--- src/rtl/rename_pkg.sv ---
// rtl/rename_pkg.sv - shared rename/ROB widths, tag types and ROB entry layout
package rename_pkg;

    localparam int PREG_WIDTH = 6;
    localparam int AREG_WIDTH = 5;
    localparam int ROB_DEPTH  = 16;

    typedef logic [PREG_WIDTH-1:0] preg_t;
    typedef logic [AREG_WIDTH-1:0] areg_t;

    typedef struct packed {
        logic  valid;
        logic  done;
        logic  reg_write;
        areg_t rd;
        preg_t prd;
        preg_t old_prd;
    } rob_entry_t;

endpackage

--- src/rtl/rob_ptr_ctrl.sv ---
// rtl/rob_ptr_ctrl.sv - ROB head/tail pointers and occupancy with full/empty
module rob_ptr_ctrl #(
    parameter int DEPTH     = 16,
    parameter int IDX_WIDTH = $clog2(DEPTH)
) (
    input  logic                 clk,
    input  logic                 rst,
    input  logic                 alloc_fire,
    input  logic                 retire_fire,
    output logic [IDX_WIDTH-1:0] head,
    output logic [IDX_WIDTH-1:0] tail,
    output logic [IDX_WIDTH:0]   count,
    output logic                 full,
    output logic                 empty
);

    logic [IDX_WIDTH-1:0] head_q, head_d;
    logic [IDX_WIDTH-1:0] tail_q, tail_d;
    logic [IDX_WIDTH:0]   count_q, count_d;

    // Pointers wrap naturally at DEPTH (power of two); count tracks the difference.
    always_comb begin
        head_d  = head_q;
        tail_d  = tail_q;
        count_d = count_q;
        if (retire_fire) head_d = head_q + IDX_WIDTH'(1);
        if (alloc_fire)  tail_d = tail_q + IDX_WIDTH'(1);
        case ({alloc_fire, retire_fire})
            2'b10:   count_d = count_q + (IDX_WIDTH+1)'(1);
            2'b01:   count_d = count_q - (IDX_WIDTH+1)'(1);
            default: count_d = count_q;
        endcase
    end

    // Pointer and occupancy registers.
    always_ff @(posedge clk or posedge rst) begin
        if (rst) begin
            head_q  <= '0;
            tail_q  <= '0;
            count_q <= '0;
        end else begin
            head_q  <= head_d;
            tail_q  <= tail_d;
            count_q <= count_d;
        end
    end

    assign head  = head_q;
    assign tail  = tail_q;
    assign count = count_q;
    assign full  = (count_q == (IDX_WIDTH+1)'(DEPTH));
    assign empty = (count_q == '0);

endmodule

--- src/rtl/rob_retire.sv ---
// rtl/rob_retire.sv - in-order reorder buffer with retire and free-pool release
module rob_retire #(
    parameter int PREG_WIDTH = rename_pkg::PREG_WIDTH,
    parameter int AREG_WIDTH = rename_pkg::AREG_WIDTH,
    parameter int DEPTH      = rename_pkg::ROB_DEPTH,
    parameter int IDX_WIDTH  = $clog2(DEPTH)
) (
    input  logic                  clk,
    input  logic                  rst,
    input  logic                  alloc_valid,
    output logic                  alloc_ready,
    input  logic                  alloc_reg_write,
    input  logic [AREG_WIDTH-1:0] alloc_rd,
    input  logic [PREG_WIDTH-1:0] alloc_prd,
    input  logic [PREG_WIDTH-1:0] alloc_old_prd,
    output logic [IDX_WIDTH-1:0]  alloc_idx,
    input  logic                  wb_valid,
    input  logic [IDX_WIDTH-1:0]  wb_idx,
    output logic                  retire_valid,
    output logic [AREG_WIDTH-1:0] retire_rd,
    output logic [PREG_WIDTH-1:0] retire_prd,
    output logic                  free_valid,
    output logic [PREG_WIDTH-1:0] free_preg,
    output logic [IDX_WIDTH:0]    count,
    output logic                  empty,
    output logic                  full
);

    logic                  valid_q     [DEPTH];
    logic                  done_q      [DEPTH];
    logic                  reg_write_q [DEPTH];
    logic [AREG_WIDTH-1:0] rd_q        [DEPTH];
    logic [PREG_WIDTH-1:0] prd_q       [DEPTH];
    logic [PREG_WIDTH-1:0] old_prd_q   [DEPTH];

    logic [IDX_WIDTH-1:0]  head;
    logic [IDX_WIDTH-1:0]  tail;
    logic                  alloc_fire;
    logic                  retire_fire;
    logic                  frees;

    logic                  retire_valid_q;
    logic [AREG_WIDTH-1:0] retire_rd_q;
    logic [PREG_WIDTH-1:0] retire_prd_q;
    logic                  free_valid_q;
    logic [PREG_WIDTH-1:0] free_preg_q;

    // Both decisions look only at pre-edge state, so a retire never frees a slot for a same-cycle alloc.
    assign alloc_fire  = alloc_valid && !full;
    assign retire_fire = valid_q[head] && done_q[head];
    // Writes to the zero register never took a new preg, so nothing goes back to the pool.
    assign frees       = reg_write_q[head] && (rd_q[head] != '0);

    rob_ptr_ctrl #(
        .DEPTH     (DEPTH),
        .IDX_WIDTH (IDX_WIDTH)
    ) u_ptr (
        .clk         (clk),
        .rst         (rst),
        .alloc_fire  (alloc_fire),
        .retire_fire (retire_fire),
        .head        (head),
        .tail        (tail),
        .count       (count),
        .full        (full),
        .empty       (empty)
    );

    // Entry status: wb marks done on live entries, retire clears head, alloc opens tail.
    always_ff @(posedge clk or posedge rst) begin
        if (rst) begin
            for (int i = 0; i < DEPTH; i++) begin
                valid_q[i] <= 1'b0;
                done_q[i]  <= 1'b0;
            end
        end else begin
            if (wb_valid && valid_q[wb_idx]) done_q[wb_idx] <= 1'b1;
            if (retire_fire) begin
                valid_q[head] <= 1'b0;
                done_q[head]  <= 1'b0;
            end
            if (alloc_fire) begin
                valid_q[tail] <= 1'b1;
                done_q[tail]  <= 1'b0;
            end
        end
    end

    // Entry payload is only meaningful while valid, so it carries no reset.
    always_ff @(posedge clk) begin
        if (alloc_fire) begin
            reg_write_q[tail] <= alloc_reg_write;
            rd_q[tail]        <= alloc_rd;
            prd_q[tail]       <= alloc_prd;
            old_prd_q[tail]   <= alloc_old_prd;
        end
    end

    // Single-cycle retire and free pulses; all fields read zero when idle.
    always_ff @(posedge clk or posedge rst) begin
        if (rst) begin
            retire_valid_q <= 1'b0;
            retire_rd_q    <= '0;
            retire_prd_q   <= '0;
            free_valid_q   <= 1'b0;
            free_preg_q    <= '0;
        end else begin
            retire_valid_q <= retire_fire;
            retire_rd_q    <= retire_fire ? rd_q[head]  : '0;
            retire_prd_q   <= retire_fire ? prd_q[head] : '0;
            free_valid_q   <= retire_fire && frees;
            free_preg_q    <= (retire_fire && frees) ? old_prd_q[head] : '0;
        end
    end

    assign alloc_ready  = !full;
    assign alloc_idx    = tail;
    assign retire_valid = retire_valid_q;
    assign retire_rd    = retire_rd_q;
    assign retire_prd   = retire_prd_q;
    assign free_valid   = free_valid_q;
    assign free_preg    = free_preg_q;

endmodule

--- config.mk ---
export PLATFORM = sky130hd
export DESIGN_NAME = rob_retire
export DESIGN_NICKNAME = d
export VERILOG_FILES = /design/src/rtl/rename_pkg.sv /design/src/rtl/rob_ptr_ctrl.sv /design/src/rtl/rob_retire.sv
export SDC_FILE = /design/constraint.sdc
export NUM_CORES = 1
export LEC_CHECK = 0
export CAP_MARGIN = 20
export CELL_PAD_IN_SITES_DETAIL_PLACEMENT = 1
export CELL_PAD_IN_SITES_GLOBAL_PLACEMENT = 1
export CORE_ASPECT_RATIO = 0.8
export CORE_MARGIN = 2
export CORE_UTILIZATION = 30
export CTS_CLUSTER_SIZE = 24
export DETAILED_ROUTE_END_ITERATION = 8
export GPL_ROUTABILITY_DRIVEN = 0
export PLACE_DENSITY = 0.58
export SLEW_MARGIN = 20
export SYNTH_ARGS = -nofsm -noshare
export SYNTH_HDL_FRONTEND = slang
export SYNTH_SLANG_ARGS = --single-unit
--- constraint.sdc ---
create_clock -name clk -period 8.3 [get_ports clk]
set_input_delay 1.66 -clock clk [delete_from_list [all_inputs] [get_ports clk]]
set_output_delay 1.66 -clock clk [all_outputs]
set_load 0.005 [all_outputs]
# --- Word level (Yosys, flattened, before mapping) ---
# Memory sizes are Yosys's and may differ from the RTL's.
# Index checks and enable logic that the tools add are counted.
word_totals:
  romBits: 0
  regBits: 64
  output_inout_bits: 31
  in_bits: 26
  ramBits: 288
  memories: 4
  latch_bits: 0
mem_list:
  columns: ["memory", "words", "word_bits", "rd", "rd_ports_with_merged_regs", "write_ports", "line_no", "text"]
  rows:
  - ["old_prd_q", 16, 6, 1, 0, 1, "rob_retire.sv:34", "logic [PREG_WIDTH-1:0] old_prd_q [DEPTH];"]
  - ["prd_q", 16, 6, 1, 0, 1, "rob_retire.sv:33", "logic [PREG_WIDTH-1:0] prd_q [DEPTH];"]
  - ["rd_q", 16, 5, 1, 0, 1, "rob_retire.sv:32", "logic [AREG_WIDTH-1:0] rd_q [DEPTH];"]
  - ["reg_write_q", 16, 1, 1, 0, 1, "rob_retire.sv:31", "logic reg_write_q [DEPTH];"]
classes:
  n_mux: 26
  n_reduce_logical: 12
  order_cmp: 6
  eq_ne: 3
  n_div: 0
  shifts: 0
  bitwise: 10
  n_addsub: 4
  multipliers: 0
op_table:
  columns: ["cell", "count"]
  rows:
  - ["two-way mux 16 bit", 5]
  - ["bitwise AND 16 bit", 3]
  - ["NOT 16 bit", 2]
  - ["bitwise OR 16 bit", 2]
  - [">= comparator 5 bit, second input constant", 3]
  - ["< comparator 5 x 1 -> 1 bit, second input constant", 3]
  - ["NOT 4 -> 5 bit", 3]
  - ["binary-select mux 1 bit (select 4 bit)", 3]
  - ["demux 1 bit (select 4 bit)", 3]
  - ["two-way mux 6 bit", 2]
  - ["two-way mux 1 bit", 11]
  - ["one-hot mux 5 bit (2 select lines)", 1]
  - ["adder 4 x 1 -> 4 bit, second input constant", 2]
  - ["logical AND 1 bit", 8]
  - ["adder 5 x 1 -> 5 bit, second input constant", 1]
  - ["equality test 5 bit, second input constant", 1]
  - ["logical NOT 5 bit", 1]
  - ["two-way mux 5 bit", 1]
  - ["nonzero test 5 bit", 1]
  - ["subtractor 5 x 1 -> 5 bit, second input constant", 1]
  - ["equality test 2 x 1 -> 1 bit, second input constant", 1]
  - ["equality test 2 bit, second input constant", 1]
  - ["nonzero test 2 bit", 1]
  - ["logical NOT 1 bit", 1]

# --- Logic depth before layout (Yosys ltp) ---
# Gate-level depths: netlist (run 1).
depth:
  depth_word: 11
  ltp_mapped: 18
  mapped_depth_nobuf: 13

# --- Hierarchy ---
# Synthesis (run 1) repeated with hierarchy kept, for this count alone.
hier_totals:
  hier_cells: 711
  hier_area_um2: 14009.7
by_module_without_submodules:
  columns: ["module", "area_each_um2", "cells_each", "n_inst"]
  rows:
  - ["rob_retire", 13249.0, 639, 1]
  - ["rob_ptr_ctrl", 760.7, 72, 1]

# --- Least setup slack after synthesis (run 1) ---
# No wires, ideal clock.
synth_timing:
  path_kind: "input port to flip-flop"
  from: "in alloc_valid"
  to: "mem old_prd_q[3][0] (enable)"
  path_stages: 3
  setup_time_ns: 0.420
  arrival_ns: 3.557
  slack_ns: 4.323
  t_required_ns: 7.880
  path_cell_list: "a21boi_1 > nand2_1 > nor3_1"
synth_between:
  elab_chain_cells: 3
synth_rtl:
  columns: ["item", "line_no", "text"]
  rows:
  - ["start: declaration", "rob_retire.sv:10", "input logic alloc_valid,"]
  - ["logical AND 1 bit", "rob_retire.sv:49", "assign alloc_fire = alloc_valid && !full;"]
  - ["two-way mux 1 bit", "rob_retire.sv:91", "if (alloc_fire) begin"]
  - ["two-way mux 1 bit (not written as such)", "rob_retire.sv:95", "old_prd_q[tail] <= alloc_old_prd;"]
  - ["end: declaration", "rob_retire.sv:34", null]
# Every way passes these cells.

# --- Final worst setup path (run 1) ---
layout_timing:
  from: "reg u_ptr.head_q[1] (netlist: u_ptr.head[1])"
  to: "reg u_ptr.count_q[4] (netlist: u_ptr.count[4])"
layout_between:
  elab_chain_cells: 7
  elab_cells_between_ends: 12
layout_rtl:
  columns: ["item", "line_no", "text"]
  rows:
  - ["start: declaration", "rob_ptr_ctrl.sv:17", "logic [IDX_WIDTH-1:0] head_q, head_d;"]
  - ["start signal: assignment", "rob_ptr_ctrl.sv:38", "head_q <= '0;"]
  - ["start signal: assignment", "rob_ptr_ctrl.sv:42", "head_q <= head_d;"]
  - ["NOT 4 -> 5 bit (not written as such) (*)", "rob_retire.sv:50", "assign retire_fire = valid_q[head] && done_q[head];"]
  - ["binary-select mux 1 bit (select 4 bit)", "rob_retire.sv:50", null]
  - ["two-way mux 1 bit (not written as such) (2 in a row)", "rob_retire.sv:50", null]
  - ["logical AND 1 bit (*)", "rob_retire.sv:50", null]
  - ["net retire_fire", "rob_retire.sv:39", "logic retire_fire;"]
  - ["equality test 2 x 1 -> 1 bit or equality test 2 bit (tied branches)", "rob_ptr_ctrl.sv:28", "case ({alloc_fire, retire_fire})"]
  - ["one-hot mux 5 bit (2 select lines) or nonzero test 2 bit (tied branches)", null, null]
  - ["end signal: assignment", "rob_ptr_ctrl.sv:44", "count_q <= count_d;"]
  - ["end: declaration", "rob_ptr_ctrl.sv:19", "logic [IDX_WIDTH:0] count_q, count_d;"]
# Mark *: on every way through the listed nets, which the timed path passes. The rest lies on a longest branch. The select of a mux whose other input is x is not followed.
# A chain may end at the register's enable or synchronous reset.

==> results by group, run 1 <==
Power and ir drop
  • Total chip power: approximately 5.9 mW
  • Sequential fraction of design power: 0.418
  • Internal: around 4.1 mW
  • Pwr per Cell Area: around 360 nW/µm²
  • Leak: 5.59 nW
  • Comb pwr share: 0.288
  • Peak VDD IR: roughly 0.17 mV
  • Sw Pwr: 1.84 mW
  • Clock network power share: 0.294
  • Switching part of the total power: 0.311

Worst setup path
  • Worst r2r dst: u_ptr.count[4]
  • R2R Setup Slk: around 3.5 ns
  • Critical Path RT: around 8.7 ns
  • Worst r2r src: u_ptr.head[1]
  • CP Launch Type: register
  • Crit path kind: register to register
  • Crit. End Element: register
  • CP arrival: 5.19 ns
  • FF-to-FF path depth: 14
  • Largest fanout on the critical path: 49

Floorplan
  • Chip width: approximately 250 µm
  • Core area: roughly 46000 µm²
  • I/O pin count: 57
  • Chip height: 197 µm
  • # rows: 70
  • Die ar.: 48500 µm²
  • Initial Util: 0.306

Clocking
  • Root Driver: clkbuf_16
  • Clock tree buffer depth: 3
  • Post_cts resized: 0
  • Clock Latency Late Sink: ~0.53 ns
  • Setup bufs post-CTS: 0
  • CTS Hold Bufs: 0
  • Reg clk slew, reported paths: roughly 0.06 ns
  • CTS buffer count: 37
  • Sink Count: around 350
  • H-Tree Depth: 2
  • CTS tree: done

Layout
  • Share of cells above drive strength 1: 0.235
  • Fin nets: ~800
  • Antenna diodes: 0
  • Synth-to-layout area growth: 18.5%
  • Reg area: around 10000 µm²
  • Filler instances: 4533
  • Multi-input logic area: 3570 µm²

STA
  • Worst hold margin: about 0.5 ns
  • Final setup fails: 0
  • Skew final: 0.0133 ns
  • Tcrit/Tclk final: 0.576
  • RSZ-0062 raised after global routing: false
  • Setup_tns: 0 ns
  • Final Max Slew Viols: 0
  • Minimum clock period: approximately 4.8 ns
  • Final hold violation count: 0
  • Headroom to the max-slew limit: 0.340
  • Worst-margin pin slew: a little under 1 ns
  • Final worst slack: approximately 3.5 ns
  • Highest clock rate: 209 MHz

Run status
  • Status: finished clean

Global routing
  • GRT Util Overall: 0.149
  • GR Overflow Total: 0
  • Initial antenna violation count: 2
  • Largest net degree at the start of global routing: 65
  • Vias in the first global route: 7566
  • First-pass GRT wire length: 53000 µm

Logic synthesis
  • Seq/Total Area, Yosys: 0.731
  • Synth async-reset ratio: 0.182
  • Cell count after synthesis: a little over 700
  • Dominant synthesized flop cell: edfxtp_1
  • Synth cell types: 43
  • Synthesized flop and latch total: between 300 and 400
  • Synth top cells by count: 288 x edfxtp_1, 97 x mux4_2, 64 x dfrtp_1
  • Post-Synth Adder-Cell Area: 0.00981
  • Simple-gate share of the synthesized area: 0.0392
  • Compound-Gate Fraction of Synth Area: 0.0402
  • Syn_area_per_cell: between 15 and 20 µm²
  • Synth area leader: edfxtp_1
  • Area share of the largest cell type after synthesis: 0.616
  • Cell Area, Synth: around 14000 µm²
  • Number of synthesized flops with an enable pin: 288
  • Synth area leaders: edfxtp_1 62%, mux4_2 16%, dfrtp_1 11%, ha_1 0.98%, a211oi_1 0.91%
  • Ys Warns: 0
  • Count leader, synth: edfxtp_1
  • Synthesized Nets: between 700 and 800
  • Mux contribution to synthesized area: 0.157
  • Post-synthesis xor/xnor area fraction: 0.00749
  • Main combinational cell family by area after synthesis: multiplexers

Place
  • Detail Placement HPWL: 20800 µm
  • Buffers added on ports: 56
  • Setup WS pre-CTS: about 3.5 ns

Worst hold path
  • Endpoint, Worst Hold: valid_q[4]
  • Hold Path Class: register to register
  • Hold depth: 1
  • HP Start: valid_q[4]

Route
  • Antenna Nets Post-Route: 0
  • DRC errors left: 0
  • Routed len/inst: ~25 µm
  • Drt pass-1 iters: 5
  • Routed vias/inst: ~5
  • Vias post-DR: 7114
  • Drt initial violations: 610
  • Total wire length: between 30000 and 40000 µm

Run
  • Max_cap viols: 0
per-layer routing:
| metal | global-route usage | wire length (µm) | vias to the layer above |
|---|---|---|---|
| li1 | - | - | 3047 |
| met1 | 0.226 | 16800 | 3829 |
| met2 | 0.220 | 16000 | 190 |
| met3 | 0.0273 | 1760 | 48 |
| met4 | 0.0352 | 636 | 0 |
| met5 | 0 | 0 | - |
sequential cells by signal, indices dropped and copies added (netlist names):
signal,flops
reg_write_q,16
free_valid,1
rd_q,80
retire_valid,1
old_prd_q,96
u_ptr.tail,4
prd_q,96
retire_rd,5
u_ptr.count,5
free_preg,6
u_ptr.head,4
valid_q,16
retire_prd,6
done_q,16
kinds of logic after synthesis:
| family | Yosys count |
|---|---|
| compound gates | 82 |
| xor+xnor | 12 |
| fa+ha+maj | 11 |
| buf+inv | 50 |
| flops | 352 |
| mux | 98 |
| simple gates | 99 |
worst max-delay path, cell delays in order (launching register included):
cell and delay (ns):
dfrtp_4 0.93, buf_4 0.59, mux4_2 0.38, and2_1 0.26
or4_4 0.66, nand2_4 0.21, inv_4 0.10, ha_1 0.32
xor2_1 0.19, ha_1 0.24, a21o_1 0.19, a22oi_1 0.18
o221a_2 0.21, nor2_1 0.04, xor2_1 0.14
layout by cell type, fill, tap and decap left out, types with 4 or more instances in the layout:
master,instances
mux4_2,97
nor2b_1,8
a22oi_1,11
and2_1,8
clkbuf_16,39
nand3_1,17
clkbuf_1,7
a21o_1,15
and3_1,20
clkinv_2,8
a21oi_1,19
clkdlybuf4s50_1,56
xnor2_1,7
dfrtp_1,62
buf_4,21
nor2_1,8
a31oi_1,6
a211oi_1,17
xor2_1,5
ha_1,11
inv_1,7
nand2_1,20
clkbuf_8,5
o21ai_0,4
bufinv_16,5
edfxtp_1,288
worst max-delay path by stage:
stage,cells after the start,end,slack [ns],from
after detailed placement,14,u_ptr.count[4],3.47,u_ptr.head[1]
after global routing,14,u_ptr.count[4],3.23,u_ptr.head[1]
after global placement,14,u_ptr.count[4],3.47,u_ptr.head[1]
final,14,u_ptr.count[4],3.52,u_ptr.head[1]
after floorplan,3,old_prd_q[3][0],4.32,alloc_valid
after CTS,14,u_ptr.count[4],3.46,u_ptr.head[1]
area by class of cell:
class                   count  share of cell area
flip-flops and latches    352               0.617
multi-input cells         302               0.214
clock buffers              51              0.0644
well taps                 612              0.0460
repair buffers             78              0.0435
clock inverters            16              0.0124
inverters                  10             0.00241
power groups by stage:
| stage | logic [mW] | registers [mW] | clock network [mW] |
|---|---|---|---|
| final | 1.71 | 2.47 | 1.74 |
| after global placement | 1.70 | 2.51 | 0 |
| after detailed placement | 1.72 | 2.52 | 0 |
| after CTS | 1.72 | 2.49 | 1.79 |
| after global routing | 1.84 | 2.52 | 1.85 |
| after floorplan | 1.28 | 2.31 | 0 |
through the flow:
stage	instances	util	area, µm²
global placement	1353	0.334	15300
detailed placement	1353	0.334	15300
finish	1421	0.362	16600
floorplan	704	-	14000
global route	1421	0.362	16600
CTS	1420	0.362	16600
Power figures use the tool's default switching activity.
==> inputs of run 2 (changes only) <==
Settings changed: PLACE_DENSITY 0.58 to 0.6.
Clock period 8.3 ns to 4.1 ns, I/O delays scaled along.
==> run 2 against run 1 <==
Effect of this change: worst hold slack got worse by 0.0073 ns; combinational power is 130% higher; core utilization increased by 0.29 points; sequential power up 94%; flip-flop and latch count unchanged.
==> results by group, run 2 (synthesis gave the netlist of run 1 again) <==
Worst setup path
  • Crit-path slowest cell: or4_4
  • R2R Setup Slk: approximately 0.33 ns
  • Largest fanout on the critical path: 10
  • Crit. End Element: register
  • FF-to-FF path depth: 13
  • Crit-path max cell delay: 0.67 ns
  • Crit path kind: register to register
  • Critical path depth: 13
  • Worst r2r dst: u_ptr.count[4]
  • Worst r2r src: u_ptr.head[0]
  • CP arrival: between 4 and 5 ns
  • CP cell instances: mux4_2, and2_1, or4_4, nand2_4, inv_4, ha_1, xor2_1, ha_1, a21o_1, a22oi_1, o221a_2, nor2_1, xor2_1
  • CP bufs+invs: 1
  • CP Launch Type: register
  • Critical Path RT: between 4 and 5 ns
  • CP top delay family: simple AND/OR/NAND/NOR gates

Floorplan
  • Core area: roughly 46000 µm²
  • Chip width: between 200 and 250 µm
  • Chip height: between 150 and 200 µm
  • # rows: 70
  • Die ar.: just under 50000 µm²
  • Initial Util: 0.306
  • I/O pin count: 57

Layout
  • Most frequent cells in the layout: 288 x edfxtp_1, 97 x mux4_2, 62 x dfrtp_1, 56 x clkdlybuf4s50_1, 39 x buf_4
  • Reg area: around 10000 µm²
  • Filler instances: 4531
  • Most common cell after layout, fill and taps aside: edfxtp_1
  • Synth-to-layout area growth: 19.5%
  • Top flop regs: old_prd_q x96, prd_q x96, rd_q x80
  • Multi-input logic area: between 3000 and 4000 µm²
  • Antenna diodes: 0
  • Share of cells above drive strength 1: 0.243
  • Fin nets: 843

Clocking
  • H-Tree Depth: 2
  • CTS buffer count: 37
  • Root Driver: clkbuf_16
  • Clock tree buffer depth: 3
  • Clock Latency Late Sink: approximately 0.53 ns
  • CTS tree: done
  • Sink Count: 352
  • Reg clk slew, reported paths: 0.06 ns

STA
  • Tcrit/Tclk final: 0.919
  • Minimum clock period: between 3 and 4 ns
  • Final worst slack: about 0.33 ns
  • Setup_tns: 0 ns
  • RSZ-0062 raised after global routing: false
  • Final hold violation count: 0
  • Highest clock rate: about 270 MHz
  • Skew final: around 0.011 ns
  • Worst-margin pin slew: 0.871 ns
  • Headroom to the max-slew limit: 0.419
  • Final setup fails: 0
  • Final Max Slew Viols: 0

Run status
  • Status: finished clean

Global routing
  • Initial antenna violation count: 1
  • Vias in the first global route: 7760
  • Largest net degree at the start of global routing: 39
  • First-pass GRT wire length: approximately 53000 µm
  • GRT Util Overall: 0.149
  • GR Overflow Total: 0

Place
  • Detail Placement HPWL: between 20000 and 25000 µm
  • Setup WS pre-CTS: between 0.2 and 0.3 ns
  • Buffers added on ports: 56

Worst hold path
  • Hold depth: 1
  • HP Start: valid_q[14]
  • Hold Path Class: register to register
  • Endpoint, Worst Hold: valid_q[14]

Route
  • Antenna Nets Post-Route: 0
  • Vias post-DR: roughly 7200
  • Routed vias/inst: 5.02
  • Drt initial violations: 710
  • Total wire length: roughly 35000 µm
  • Drt pass-1 iters: 5
  • Routed len/inst: about 25 µm
  • DRC errors left: 0

Power and ir drop
  • Sequential fraction of design power: 0.405
  • Pwr per Cell Area: between 700 and 800 nW/µm²
  • Switching part of the total power: 0.316
  • Internal: approximately 8.1 mW
  • Leak: approximately 5.7 nW
  • Clock network power share: 0.269
  • Comb pwr share: 0.327
  • Sw Pwr: roughly 3.7 mW
  • Peak VDD IR: 0.304 mV
  • Total chip power: between 10 and 15 mW

Run
  • Max_cap viols: 0
-- run 2: cell type report --
class	instances	area share
multi-input cells	302	0.213
inverters	10	0.00239
well taps	612	0.0457
repair buffers	103	0.0605
flip-flops and latches	352	0.612
clock inverters	15	0.00769
clock buffers	49	0.0592
-- run 2: layer usage --
layer	part of all wire	routed length (µm)	global-route usage
met4	0.016	556	0.0361
met2	0.47	16700	0.237
met3	0.055	1930	0.0270
met1	0.46	16200	0.214
met5	0.00045	16	0
-- run 2: worst max-delay path by stage --
stage	startpoint	to	slack, ns
floorplan	u_ptr.head[0]	u_ptr.count[4]	0.43
global placement	u_ptr.head[0]	u_ptr.count[4]	0.29
detailed placement	u_ptr.head[0]	u_ptr.count[4]	0.28
CTS	u_ptr.head[0]	u_ptr.count[4]	0.26
global route	u_ptr.head[0]	u_ptr.count[4]	0.09
finish	u_ptr.head[0]	u_ptr.count[4]	0.33
-- run 2: through the flow --
step / hold slack [ns] / util / cells / cell area, µm²
after floorplan: 0.461 / - / 704 / 14000
after CTS: 0.503 / 0.365 / 1439 / 16700
after global routing: 0.520 / 0.365 / 1443 / 16800
after global placement: 0.474 / 0.340 / 1375 / 15600
after detailed placement: 0.490 / 0.340 / 1375 / 15600
final: 0.505 / 0.365 / 1443 / 16800
-- run 2: what timing repair did --
item | 4_1_cts | 5_1_grt
gates resized for setup | 0 | 0
hold buffers | 0 | 0
buffers inserted | 0 | 4
endpoints found under the setup margin | 0 | 1
-- run 2: worst register-to-register path: cells and delay by family (launching register included) --
kind,cells,cell delay [ns]
muxes,1,0.51
adders and majority gates,2,0.56
buffers and inverters,1,0.07
and+or+nand+nor,4,1.10
xor gates and xnor gates,2,0.33
AOI/OAI and AO/OA,3,0.58
DFF,1,0.50
-- run 2: power by group through the flow --
stage               Combinational (mW)  Clock [mW]  Sequential (mW)
floorplan                         2.60           0             4.68
CTS                               3.89        3.25             4.80
global placement                  3.83           0             4.84
finish                            3.86        3.17             4.78
detailed placement                3.88           0             4.87
global route                      4.17        3.38             4.84
